<file path="config.mk">
export PLATFORM = sky130hd
export DESIGN_NAME = reg_writeback_unit
export DESIGN_NICKNAME = d
export VERILOG_FILES = /design/src/rtl/rv_wb_pkg.sv /design/src/rtl/wb_alu_fifo.sv /design/src/rtl/reg_writeback_unit.sv
export SDC_FILE = /design/constraint.sdc
export NUM_CORES = 1
export LEC_CHECK = 0
export BUFFER_PORTS_ARGS = -buffer_cell sky130_fd_sc_hd__buf_4
export CAP_MARGIN = 20
export CELL_PAD_IN_SITES_DETAIL_PLACEMENT = 0
export CELL_PAD_IN_SITES_GLOBAL_PLACEMENT = 1
export CORE_AREA = 2 2 125 127
export CTS_CLUSTER_DIAMETER = 50
export DETAILED_ROUTE_END_ITERATION = 8
export DIE_AREA = 0 0 127 129
export GPL_TIMING_DRIVEN = 0
export HOLD_SLACK_MARGIN = 0.08
export PLACE_DENSITY = 0.75
export SLEW_MARGIN = 20
export SYNTH_ARGS = -nofsm -noshare
export SYNTH_HDL_FRONTEND = slang
export SYNTH_SLANG_ARGS = --single-unit
export TNS_END_PERCENT = 20
</file>
<file path="constraint.sdc">
create_clock -name clock_i -period 4.8 [get_ports clock_i]
set_input_delay 0.24 -clock clock_i [delete_from_list [all_inputs] [get_ports clock_i]]
set_output_delay 0.24 -clock clock_i [all_outputs]
set_load 0.02 [all_outputs]
</file>
<file path="src/rtl/rv_wb_pkg.sv">
// Shared types and load-extension helper for the register writeback unit.
package rv_wb_pkg;

  localparam int unsigned WB_XLEN = 32;

  typedef enum logic [2:0] {
    LD_LB  = 3'b000,
    LD_LH  = 3'b001,
    LD_LW  = 3'b010,
    LD_LBU = 3'b100,
    LD_LHU = 3'b101
  } ld_funct3_e;

  typedef struct packed {
    logic [4:0]         rd;
    logic [WB_XLEN-1:0] data;
  } wb_entry_t;

  // Half loads use lsb[1] only; unknown encodings pass the word through.
  function automatic logic [WB_XLEN-1:0] load_extend(input logic [2:0]         funct3,
                                                     input logic [1:0]         lsb,
                                                     input logic [WB_XLEN-1:0] word);
    logic [7:0]  b;
    logic [15:0] h;
    case (lsb)
      2'd0:    b = word[7:0];
      2'd1:    b = word[15:8];
      2'd2:    b = word[23:16];
      default: b = word[31:24];
    endcase
    h = lsb[1] ? word[31:16] : word[15:0];
    case (funct3)
      LD_LB:   load_extend = {{24{b[7]}}, b};
      LD_LH:   load_extend = {{16{h[15]}}, h};
      LD_LBU:  load_extend = {24'd0, b};
      LD_LHU:  load_extend = {16'd0, h};
      default: load_extend = word;
    endcase
  endfunction

endpackage

</file>
<file path="src/rtl/wb_alu_fifo.sv">
// In-order circular FIFO of pending ALU writebacks, with per-slot rd exposure
// so the hazard check can see every queued destination.
module wb_alu_fifo
  import rv_wb_pkg::*;
#(
  parameter  int unsigned DEPTH = 2,
  localparam int unsigned CW    = $clog2(DEPTH + 1),
  localparam int unsigned PW    = (DEPTH > 1) ? $clog2(DEPTH) : 1
) (
  input  logic                  clock_i,
  input  logic                  resetb_i,
  input  logic                  push,
  input  wb_entry_t             push_entry,
  input  logic                  pop,
  output wb_entry_t             head,
  output logic                  full,
  output logic                  empty,
  output logic [CW-1:0]         count,
  output logic [DEPTH-1:0]      entry_valid,
  output logic [DEPTH-1:0][4:0] entry_rd
);

  wb_entry_t         mem [DEPTH];
  logic [DEPTH-1:0]  vld;
  logic [PW-1:0]     wr_ptr, rd_ptr;
  logic [CW-1:0]     cnt;

  function automatic logic [PW-1:0] next_ptr(input logic [PW-1:0] p);
    return (p == PW'(DEPTH - 1)) ? '0 : p + PW'(1);
  endfunction

  always_ff @(posedge clock_i or negedge resetb_i) begin
    if (!resetb_i) begin
      wr_ptr <= '0;
      rd_ptr <= '0;
      cnt    <= '0;
      vld    <= '0;
    end else begin
      if (pop) begin
        vld[rd_ptr] <= 1'b0;
        rd_ptr      <= next_ptr(rd_ptr);
      end
      if (push) begin
        vld[wr_ptr] <= 1'b1;
        wr_ptr      <= next_ptr(wr_ptr);
      end
      case ({push, pop})
        2'b10:   cnt <= cnt + CW'(1);
        2'b01:   cnt <= cnt - CW'(1);
        default: cnt <= cnt;
      endcase
    end
  end

  always_ff @(posedge clock_i) begin
    if (push) mem[wr_ptr] <= push_entry;
  end

  always_comb begin
    entry_rd = '0;
    for (int unsigned i = 0; i < DEPTH; i++) entry_rd[i] = mem[i].rd;
  end

  assign entry_valid = vld;
  assign head        = mem[rd_ptr];
  assign count       = cnt;
  assign full        = (cnt == CW'(DEPTH));
  assign empty       = (cnt == '0);

endmodule

</file>
<file path="src/rtl/reg_writeback_unit.sv">
// Merges load returns and ALU results onto the single register-file write
// port; loads win, displaced ALU results queue in order.
module reg_writeback_unit
  import rv_wb_pkg::*;
#(
  parameter int unsigned ALU_DEPTH = 2,
  parameter int unsigned XLEN      = 32
) (
  input  logic                           clock_i,
  input  logic                           resetb_i,
  input  logic                           alu_valid_i,
  output logic                           alu_ready_o,
  input  logic [4:0]                     alu_rd_i,
  input  logic [XLEN-1:0]                alu_data_i,
  input  logic                           ld_valid_i,
  input  logic [4:0]                     ld_rd_i,
  input  logic [2:0]                     ld_funct3_i,
  input  logic [1:0]                     ld_addr_lsb_i,
  input  logic [XLEN-1:0]                ld_data_i,
  input  logic [4:0]                     rs1_i,
  input  logic [4:0]                     rs2_i,
  output logic                           raw_hazard_o,
  output logic                           write_ena_o,
  output logic [4:0]                     W_adress_o,
  output logic [XLEN-1:0]                d_o,
  output logic [$clog2(ALU_DEPTH+1)-1:0] fifo_count_o
);

  wb_entry_t                head;
  logic                     full, empty;
  logic [ALU_DEPTH-1:0]     entry_valid;
  logic [ALU_DEPTH-1:0][4:0] entry_rd;

  logic                     ld_fire, alu_fire;
  logic                     push, pop;
  logic                     sel_valid;
  logic [4:0]               sel_rd;
  logic [XLEN-1:0]          sel_data;

  assign alu_ready_o = !full;
  // rd==0 beats are accepted but dropped, so they never claim the port.
  assign ld_fire     = ld_valid_i && (ld_rd_i != 5'd0);
  assign alu_fire    = alu_valid_i && alu_ready_o && (alu_rd_i != 5'd0);

  always_comb begin
    sel_valid = 1'b0;
    sel_rd    = '0;
    sel_data  = '0;
    pop       = 1'b0;
    if (ld_fire) begin
      sel_valid = 1'b1;
      sel_rd    = ld_rd_i;
      sel_data  = load_extend(ld_funct3_i, ld_addr_lsb_i, ld_data_i);
    end else if (!empty) begin
      sel_valid = 1'b1;
      sel_rd    = head.rd;
      sel_data  = head.data;
      pop       = 1'b1;
    end else if (alu_fire) begin
      sel_valid = 1'b1;
      sel_rd    = alu_rd_i;
      sel_data  = alu_data_i;
    end
    push = alu_fire && (ld_fire || !empty);
  end

  wb_alu_fifo #(.DEPTH(ALU_DEPTH)) u_fifo (
    .clock_i     (clock_i),
    .resetb_i    (resetb_i),
    .push        (push),
    .push_entry  ('{rd: alu_rd_i, data: alu_data_i}),
    .pop         (pop),
    .head        (head),
    .full        (full),
    .empty       (empty),
    .count       (fifo_count_o),
    .entry_valid (entry_valid),
    .entry_rd    (entry_rd)
  );

  always_ff @(posedge clock_i or negedge resetb_i) begin
    if (!resetb_i) begin
      write_ena_o <= 1'b0;
      W_adress_o  <= '0;
      d_o         <= '0;
    end else begin
      write_ena_o <= sel_valid;
      if (sel_valid) begin
        W_adress_o <= sel_rd;
        d_o        <= sel_data;
      end
    end
  end

  function automatic logic pending(input logic [4:0] rs);
    logic hit;
    hit = (write_ena_o && (W_adress_o == rs)) || (sel_valid && (sel_rd == rs));
    for (int unsigned i = 0; i < ALU_DEPTH; i++)
      if (entry_valid[i] && (entry_rd[i] == rs)) hit = 1'b1;
    return (rs != 5'd0) && hit;
  endfunction

  assign raw_hazard_o = pending(rs1_i) || pending(rs2_i);

endmodule

</file>
After elaboration in Yosys (flattened, before gate mapping):

Memory sizes are Yosys's and may differ from the RTL's.
Cells that the tools add are included.

* logic and storage cells: 94
* input bits: 93
* bits in writable memories: 74
* register bits: 44
* output and inout port bits: 42
* memories: 1

Memory list
* u_fifo.mem: depth 2, width 37, read ports 3, clocked after memory_dff 0, wr ports 1, RTL line wb_alu_fifo.sv:23 `wb_entry_t mem [DEPTH];`

* equality and inequality tests: 16
* $add $sub $neg: 4
* magnitude comparators: 4
* bitwise gates (word level): 3
* reductions and logical operators: 30
* multiplexer cells: 29

Operators by type and width (number)
* 32-bit one-hot mux with 4 select lines: 1
* 32-bit 2-to-1 mux: 3
* 5-bit == test: 8
* 8-bit one-hot mux with 3 select lines: 1
* 5-bit nonzero test: 4
* 1-bit logical AND: 16
* 16-bit 2-to-1 mux: 1
* 1-bit 2-to-1 mux: 15
* 5-bit 2-to-1 mux: 3
* 2-bit == test (second input constant): 3
* 3-bit == test (second input constant): 2
* 2-bit by 1-bit == test with 1-bit output (second input constant): 2
* 2-bit zero test: 2
* 1-bit logical OR: 4
* 1-bit by 2-bit < comparator with 1-bit output (second input constant): 2
* 2-bit 2-to-1 mux: 2
* 2-bit one-hot mux with 2 select lines: 1
* 3-bit by 1-bit == test with 1-bit output (second input constant): 1
* 3-bit zero test: 1
* 1-bit adder (second input constant): 2
* 2-bit by 1-bit adder with 2-bit output (second input constant): 1
* 2-bit bitwise AND: 1
* 1-bit demux with 1-bit select: 2
* 1-bit >= comparator (second input constant): 2
* 5 further kinds: 6

Longest topological paths before layout:

Gate-level depths: netlist of run 1.

* depth after elaboration: 14
* gate-level depth with buffers: 10
* depth with buffers taken out: 9

By module:

From an unflattened synthesis of run 1, not the netlist that was laid out.

* cell total of the unflattened synthesis: 537
* area, all modules: 6237.2 um^2

By module, submodules not included
* reg_writeback_unit: seq. area each 950.9 um^2, area each 3216.8 um^2, cells each 389, times used 1
* wb_alu_fifo: seq. area each 2372.3 um^2, area each 3020.4 um^2, cells each 148, times used 1

Worst setup path before layout of run 1:

Ideal clock, no wire load.

* path kind: register -> register
* start point: reg u_fifo.cnt[0], in the netlist u_fifo.count[0]
* end point: mem u_fifo.mem[0][0] in the netlist's numbering, enable pin
* data required time: 4.320 ns
* buffers on the path: 2
* clock period less this slack: 4.297 ns
* setup slack: 0.503 ns
* cell stages (with the launch flop): 6
* setup time: 0.480 ns
* arrival: 3.817 ns
* cells stage by stage: dfrtp_1 > buf_6 > nand2b_1 > nand2b_1 > clkbuf_1 > nor3_1

* longest elaborated chain between the ends: 7
* elaborated cells on any way between the ends: 10
* classes of those cells: 1 x eq/ne; 2 x mux; 7 x reduce/logical

Ends and longest elaborated chain
* from (decl): RTL line wb_alu_fifo.sv:26 `logic [CW-1:0] cnt;`
* from (signal assigned): RTL line wb_alu_fifo.sv:48 `2'b10: cnt <= cnt + CW'(1);`
* from (signal assigned): RTL line wb_alu_fifo.sv:49 `2'b01: cnt <= cnt - CW'(1);`
* from (signal assigned): RTL line wb_alu_fifo.sv:50 `default: cnt <= cnt;`
* 2-bit == test: RTL line wb_alu_fifo.sv:67 `assign full = (cnt == CW'(DEPTH));`
* 1-bit zero test: RTL line reg_writeback_unit.sv:40 `assign alu_ready_o = !full;`
* net alu_ready_o: RTL line reg_writeback_unit.sv:12 `output logic alu_ready_o,`
* 1-bit logical AND (2 in series): RTL line reg_writeback_unit.sv:43 `assign alu_fire = alu_valid_i && alu_ready_o && (alu_rd_i != 5'd0);`
* 1-bit logical AND: RTL line reg_writeback_unit.sv:64 `push = alu_fire && (ld_fire || !empty);`
* 1-bit 2-to-1 mux: RTL line wb_alu_fifo.sv:56 `if (push) mem[wr_ptr] <= push_entry;`
* 1-bit 2-to-1 mux (implied by the code): RTL line wb_alu_fifo.sv:56
* to (decl): RTL line wb_alu_fifo.sv:23

The timed path passes the listed nets, and every way through them passes these cells.

Worst setup path in the final report of run 1:

* start point: in alu_rd_i[4]
* end point: mem u_fifo.mem[0][25] in the netlist's numbering, enable pin

* longest elaborated chain between the ends: 5

Ends and longest elaborated chain
* from (decl): RTL line reg_writeback_unit.sv:13 `input logic [4:0] alu_rd_i,`
* 5-bit nonzero test: RTL line reg_writeback_unit.sv:43
* 1-bit logical AND: RTL line reg_writeback_unit.sv:43
* 1-bit logical AND: RTL line reg_writeback_unit.sv:64
* 1-bit 2-to-1 mux: RTL line wb_alu_fifo.sv:56
* 1-bit 2-to-1 mux (implied by the code): RTL line wb_alu_fifo.sv:56

Every way passes these cells.

==> impl_results.md, run 1 <==
- Area of placed instances: 7270 sq um
- Warnings, synthesis: 0
- Hold Vio Cnt, Final: 0
- Summed instance area of the synthesized netlist: approximately 6000 sq um
- Post-synthesis xor/xnor area fraction: 0.0565
- Power Dens Cells: 550 nW/um^2
- Clock root cell: clkbuf_16
- Number of vias per cell: roughly 5.5
- Slowest cell on the critical path: dlygate4sd3_1
- Number of maximum-capacitance constraint violations: 0
- Number of iterations in the first detailed-routing pass: 6
- Shortest clock period the worst path allows after layout: between 3 and 4 ns
- Starting utilization of the core area: 0.404
- Critical Path Start Type: primary input
- Leak Pwr: ~0.0033 uW
- Overflow left after global routing: 0
- Drt total wl: approximately 18000 um
- Number of distinct library cells after synthesis: 65
- Wire length of the first global-routing pass: 28700 um
- Via count of the first global-routing pass: between 5000 and 6000
- Min setup slack post-route: roughly 1.6 ns
- Number of instances in the synthesized netlist: 558
- Endpoint type of the worst setup path: flip-flop
- Count of flip-flops with a built-in enable after synthesis: 74
- Number of buffer and inverter instances along the worst setup path: 6
- Worst slew margin: 0.487
- Clock slew seen by the registers of the worst setup and hold paths: 0.05 ns
- Post-synthesis register bit count: 118
- Max Root-Sink Buffers: 2
- Placement-stage worst setup slack: ~1.8 ns
- Largest delay contributor family on the critical path: buffers and inverters
- Fraction of registers with async set/reset: 0.373
- CTS H-tree lvls: 4
- Met1 GRT Util: 0.312
- Simple-gate portion of the synthesized area: 0.131
- Number of nets with antenna violations after routing: 0
- RSZ-0062 raised after global routing: no
- Pin count of the biggest net entering global routing: 45
- Pin slew with the least headroom to its limit: around 0.77 ns
- Design Area, Final: about 8000 sq um
- Setup violators final: 0
- Total die area: around 16000 sq um
- Via count: around 5100
- Outcome: finished clean
- Maximum achievable frequency: about 310 MHz
- Average footprint of a synthesized cell: approximately 11 sq um
- Most common cell after layout, fill and taps aside: buf_4
- Port-buffer cells: roughly 120
- Classification of the worst-slack hold path: in2reg
- GRT Util Overall: 0.232
- Fin util: 0.550
- Critical setup path kind: in2reg
- Maximum fanout along the worst path: 10
- Synthesized net count: approximately 650
- Worst-skew pair later-pin latency: just over 0.4 ns
- Worst IR Drop VDD: 302 uV
- DRC violation total after the first TritonRoute iteration: 275
- Global routing's busiest layer: met2
- Chip width: between 100 and 150 um
- TritonCTS clock tree: built
- Number of buffers inserted by hold repair at cts: 38
- Area Growth Syn to Fin: 36.2%
- Met2 usage: 0.380
- Weighted congestion at the end of routability-driven global placement: 0.955
- Postcts setup bufs: 0
- Mux cell area share after synthesis: 0.0488
- Synthesized-area fraction occupied by ao, oa, aoi and oai cells: 0.174
- Top FF cell, synth: edfxtp_1
- Post-detailed-placement half-perimeter wirelength: roughly 13000 um
- Global-route track usage on met3: 0.0387
- Site Rows: 45
- Commonest cells after routing, fill and taps aside: buf_4, nand2_1, edfxtp_1, dfrtp_1, dlygate4sd3_1
- Total DRC errors in the routed layout: 0
- Final routed wire length divided by cell count: between 15 and 20 um
- Layout Skew: just over 0.005 ns
- Final count of pins violating max slew: 0
- Ant. Diodes: 0
- I/O pin total: 135
- Final Net Count: 837
- Critical path's most frequent cell: buf_4
- Sequence of cells on the critical path: dlygate4sd3_1 > buf_4 > or4_1 > o21ai_1 > nand2b_1 > clkbuf_1 > nor3_2 > buf_4 > buf_4 > buf_4
- Max incr delay on CP: about 0.54 ns
- Total core area: between 10000 and 15000 sq um
- Clock tree sinks: between 100 and 150
- Initial antenna violation count: 0
- PostCTS Resize Cnt: 0
- Worst path required time: between 4 and 5 ns
- Vertical die dimension: around 130 um
- Post-synthesis sequential area ratio: 0.550
- Layout cell share with drive strength beyond 1: 0.246
- Adder-Cell Fraction of Synth Area: 0.00207
- Final worst path period share: 0.664
- Critical path data arrival time: around 3.4 ns
- Combinational family with the most area after synthesis: compound AO/OA/AOI/OAI gates
- Total clock buffers created by CTS: 17
synthesized netlist by cell type (11+ instances only):
library cell	n	area, sq um
xnor2_1	11	96.3
nand2_1	82	308
nand3_1	22	110
o21ai_1	17	85.1
a21oi_1	29	145
xor2_1	28	245
mux2i_1	19	190
nor2_1	18	67.6
o22a_1	15	131
clkbuf_1	27	101
dfrtp_1	44	1100
o21ai_0	26	130
a31oi_1	12	75.1
edfxtp_1	74	2220
routing by layer:
layer | wire length [um] | part of all wire
met4 | 395 | 0.021
met1 | 8260 | 0.45
met2 | 8850 | 0.48
met3 | 996 | 0.054
met5 | 0 | 0
logic make-up after synthesis:
logic type | Yosys count
buffers and inverters | 54
muxes | 27
xor gates and xnor gates | 39
and+or+nand+nor | 167
adders and majority gates | 1
AOI/OAI and AO/OA | 152
DFF | 118
metrics by stage:
stage	total power, uW	setup TNS [ns]	cells	hold slack [ns]
final	4530	0	944	0.219
after global routing	4770	0	944	0.233
after CTS	4560	0	944	0.195
after detailed placement	3260	0	874	0.302
after global placement	3210	-50.89	868	0.300
after floorplan	2580	0	558	-0.0556
registers in the layout, indices dropped and copies added (netlist names):
| signal | cells |
|---|---|
| u_fifo.count | 2 |
| write_ena_o | 1 |
| u_fifo.rd_ptr | 1 |
| u_fifo.wr_ptr | 1 |
| d_o | 32 |
| u_fifo.mem | 74 |
| W_adress_o | 5 |
| u_fifo.entry_valid | 2 |
final timing paths:
kind,from,end,slack (ns),depth (start not counted)
setup / recovery,alu_rd_i[4],u_fifo.mem[0][25]$_DFFE_PP_,1.61,10
hold / removal,ld_data_i[31],d_o[31]$_DFFE_PN0P_,0.22,4
setup reg to reg,u_fifo.count[0]$_DFFE_PN0P_,u_fifo.mem[0][25]$_DFFE_PP_,2.04,8
hold reg to reg,u_fifo.wr_ptr$_DFFE_PN0P_,u_fifo.wr_ptr$_DFFE_PN0P_,0.51,1
max in group asynchronous,resetb_i,u_fifo.count[0]$_DFFE_PN0P_,3.96,2
min in group asynchronous,resetb_i,W_adress_o[2]$_DFFE_PN0P_,0.37,2
cell type report:
cell class | instances | area, sq um
fill | 1296 | 6740
sequential | 118 | 3320
multi-input combinational | 386 | 2500
timing repair buffer | 166 | 1360
clock buffer | 19 | 433
tap | 188 | 235
buffer | 43 | 191
clock inverter | 13 | 156
inverter | 11 | 41.3
worst min-delay path, stage by stage:
cell     delay, ns
buf_4         0.11
a21oi_1       0.07
nand2_1       0.06
a22o_1        0.11
power breakdown:
part / internal (uW) / switching [uW]
Combinational: 698 / 950
Sequential: 1420 / 195
Clock: 812 / 454
Note: power is estimated with default switching activity, not from simulation.
==> inputs of run 2 (changes only) <==
ABC_AREA = 1   (was not set)
CORE_AREA = 2 2 124 126   (was 2 2 125 127)
DIE_AREA = 0 0 126 128   (was 0 0 127 129)
PLACE_DENSITY = 0.77   (was 0.75)
clock period = 3.1 ns   (was 4.8 ns; I/O delays follow)
==> impl_results.md, run 2 <==
- Worst slew margin: 0.536 (+0.0490)
- Combinational Power Share: 0.360 (-0.004)
- Via count of the first global-routing pass: 5536 (+6.6%)
- Average footprint of a synthesized cell: 9.43 sq um (-13%)
- Area Growth Syn to Fin: 39.7%
- Fin util: 0.556 (+0.00652)
- Fraction of registers with async set/reset: 0.373 (unchanged)
- WL met3: 1200 um (+20%)
- Total clock buffers created by CTS: 17 (unchanged)
- Combinational family with the most area after synthesis: simple AND/OR/NAND/NOR gates
- Net Sw Power: 2610 uW (+64%)
- Shortest clock period the worst path allows after layout: 2.61 ns
- Synthesized-area fraction occupied by ao, oa, aoi and oai cells: 0.168 (-0.00542)
- Number of instances in the synthesized netlist: 628 (+13%)
- Weighted congestion at the end of routability-driven global placement: 0.920 (-3.7%)
- Number of buffers inserted by hold repair at cts: 47 (+24%)
- Number of maximum-capacitance constraint violations: 0 (unchanged)
- Power Dens Cells: 847 nW/um^2 (+54%)
- Site Rows: 45 (unchanged)
- Layout cell share with drive strength beyond 1: 0.253 (+0.00724)
- Port-buffer cells: 132 (+8.2%)
- Maximum fanout along the worst path: 20 (+10)
- Max Used Layer: met4
- Clock root cell: clkbuf_16
- # placed instances: 950 (+8.7%)
- Number of distinct library cells after synthesis: 42 (-35%)
- Initial antenna violation count: 0 (unchanged)
- Chip width: 126 um (-0.79%)
- Most instantiated library cell after synthesis: nand2_1
- Postcts setup bufs: 0 (unchanged)
- Mux cell area share after synthesis: 0.00169 (-0.0471)
- Worst-skew pair later-pin latency: 0.42 ns (about the same)
- TritonCTS clock tree: built
- Total core area: 14900 sq um (-0.75%)
- Final Net Count: 922 (+10%)
- Wire length of the first global-routing pass: 30100 um (+4.8%)
- Register containing the most flip-flops in the final layout: u_fifo.mem
- PostCTS Resize Cnt: 0 (unchanged)
- Outcome: finished clean
- Post-synthesis xor/xnor area fraction: 0.0133 (-0.0432)
- Overflow left after global routing: 0 (unchanged)
- Critical setup path kind: reg2reg
- Final routed wire length divided by cell count: 19.0 um (-3.3%)
- Cell taking the most area after synthesis: edfxtp_1
- Number of nets with antenna violations after routing: 0 (unchanged)
- Classification of the worst-slack hold path: in2reg
- Setup violators final: 0 (unchanged)
- Number of vias per cell: 5.44 (-0.35%)
- Biggest regs: u_fifo.mem (74), d_o (32), W_adress_o (5)
- Post-synthesis sequential area ratio: 0.561 (+0.0116)
- Met2 Wirelength: 9200 um (+4.0%)
- Final count of pins violating max slew: 0 (unchanged)
- Clock slew seen by the registers of the worst setup and hold paths: 0.06 ns (about the same)
- Critical Path Start Type: flip-flop
- Pin count of the biggest net entering global routing: 45 (unchanged)
- Pin slew with the least headroom to its limit: 0.695 ns (-0.0731 ns)
- Fin cells: 1029 (+9.0%)
- Sequential Power Share: 0.359 (+0.002)
- Ant. Diodes: 0 (unchanged)
- Via count: 5593 (+8.6%)
- GRT Util Overall: 0.244 (+0.0122)
- Summed instance area of the synthesized netlist: 5920 sq um (-2.1%)
- RSZ-0062 raised after global routing: no
- Top cells by area in the synthesized netlist: edfxtp_1, dfrtp_1, nand2_1
- Hold Vio Cnt, Final: 0 (unchanged)
- Max Root-Sink Buffers: 2 (unchanged)
- DRC violation total after the first TritonRoute iteration: 467 (+70%)
- Total die area: 16100 sq um (-1.6%)
- Final worst path period share: 0.843
- Routed length on met1: 8530 um (+3.3%)
- Placement-stage worst setup slack: 0.464 ns (-1.29 ns)
- Simple-gate portion of the synthesized area: 0.203 (+0.0716)
- Power share of the clock group: 0.280 (about the same)
- Commonest cells after routing, fill and taps aside: nand2_1, buf_4, edfxtp_1, nor2_1, dlygate4sd3_1
- Post-detailed-placement half-perimeter wirelength: 14200 um (+5.3%)
- Fraction of synthesized cell area taken by the top area cell type: 0.375 (+0.00776)
- Hold slack final: 0.0875 ns (-0.132 ns)
- Starting utilization of the core area: 0.398 (-0.00536)
- Critical path data arrival time: 2.73 ns (-0.63 ns)
- Warnings, synthesis: 0 (unchanged)
- Worst IR Drop VDD: 572 uV (+89%)
- CTS H-tree lvls: 4 (unchanged)
- Most common cell after layout, fill and taps aside: nand2_1
- Post-synthesis register bit count: 118 (unchanged)
- Worst path required time: 3.22 ns (-1.75 ns)
- I/O pin total: 135 (unchanged)
- Vertical die dimension: 128 um (-0.78%)
- Maximum achievable frequency: 383 MHz
- Net switching fraction of the power: 0.373 (+0.0202)
- Min setup slack post-route: 0.487 ns (-1.13 ns)
- Count of flip-flops with a built-in enable after synthesis: 74 (unchanged)
- Clock tree sinks: 118 (unchanged)
- Top cell types by occurrence after synthesis: nand2_1, edfxtp_1, nor2_1, dfrtp_1, nand3_1
- Endpoint type of the worst setup path: flip-flop
- Top FF cell, synth: edfxtp_1
- Layout Skew: 0.00732 ns (+0.00220 ns)
- Number of iterations in the first detailed-routing pass: 5 (-1)
- Synthesized net count: 722 (+11%)
- Largest register FFs: 74 (unchanged)
- Leak Pwr: 0.00347 uW (+4.2%)
- Cell-internal power: 4390 uW (+50%)
- Total DRC errors in the routed layout: 0 (unchanged)
- Drt total wl: 19500 um (+5.4%)
- Adder-Cell Fraction of Synth Area: 0.00211 (+0.0000437)
-- run 2: cell types whose count changed after synthesis, sizes merged, moves of 23 or more --
cell    change
a221oi     +23
nor2       +48
xor2       -27
nand2      +70
inv        +30
-- run 2: kinds of logic after synthesis --
logic type / after synthesis
compound gates: 147
xor+xnor: 9
fa+ha+maj: 1
buf+inv: 70
flops: 118
mux: 1
simple gates: 282
-- run 2: area by class of cell --
class,instances,area [sq um]
fillers,1372,6590
flip-flops and latches,118,3320
multi-input cells,440,2310
repair buffers,181,1510
clock buffers,18,439
well taps,188,235
inverters,41,156
clock inverters,14,150
plain buffers,29,145
-- run 2: power groups by stage --
stage | registers, uW | clock network, uW | logic, uW
global placement | 2540 | 0 | 2410
CTS | 2520 | 1980 | 2540
global route | 2570 | 2050 | 2770
finish | 2520 | 1960 | 2530
detailed placement | 2540 | 0 | 2490
floorplan | 2760 | 0 | 1150
-- run 2: worst paths after layout --
kind,start,to,slack [ns],cells past startpoint
max in group asynchronous,resetb_i,d_o[10]$_DFFE_PN0P_,2.35,2
worst min register to register,u_fifo.mem[1][7]$_DFFE_PP_,d_o[7]$_DFFE_PN0P_,0.49,2
min in group asynchronous,resetb_i,W_adress_o[2]$_DFFE_PN0P_,0.29,2
worst max-delay path,u_fifo.count[0]$_DFFE_PN0P_,u_fifo.mem[0][16]$_DFFE_PP_,0.49,8
worst min-delay path,ld_data_i[23],d_o[23]$_DFFE_PN0P_,0.09,3
worst max register to register,u_fifo.count[0]$_DFFE_PN0P_,u_fifo.mem[0][16]$_DFFE_PP_,0.49,8
-- run 2: through the flow --
stage          TNS, ns  power, uW  area [sq um]
3_3_place_gp    -72.11       4950          7150
4_1_cts              0       7040          8270
2_1_floorplan    -6.43       3910          5920
5_1_grt              0       7390          8270
6_report             0       7010          8270
3_5_place_dp         0       5030          7210
-- run 2: per-layer routing --
layer,track usage,vias to the layer above
met4,0.104,0
met1,0.324,2655
met5,0,-
met2,0.394,243
li1,-,2650
met3,0.0476,45
-- run 2: worst max-delay path, cell delays in order (launching register included) --
cell and delay, ns:
dfrtp_1 0.48, inv_2 0.09, a21oi_4 0.18, nand2_1 0.12, buf_4 0.20, inv_2 0.14
nand2_1 0.22, nor2_4 0.60, buf_16 0.25
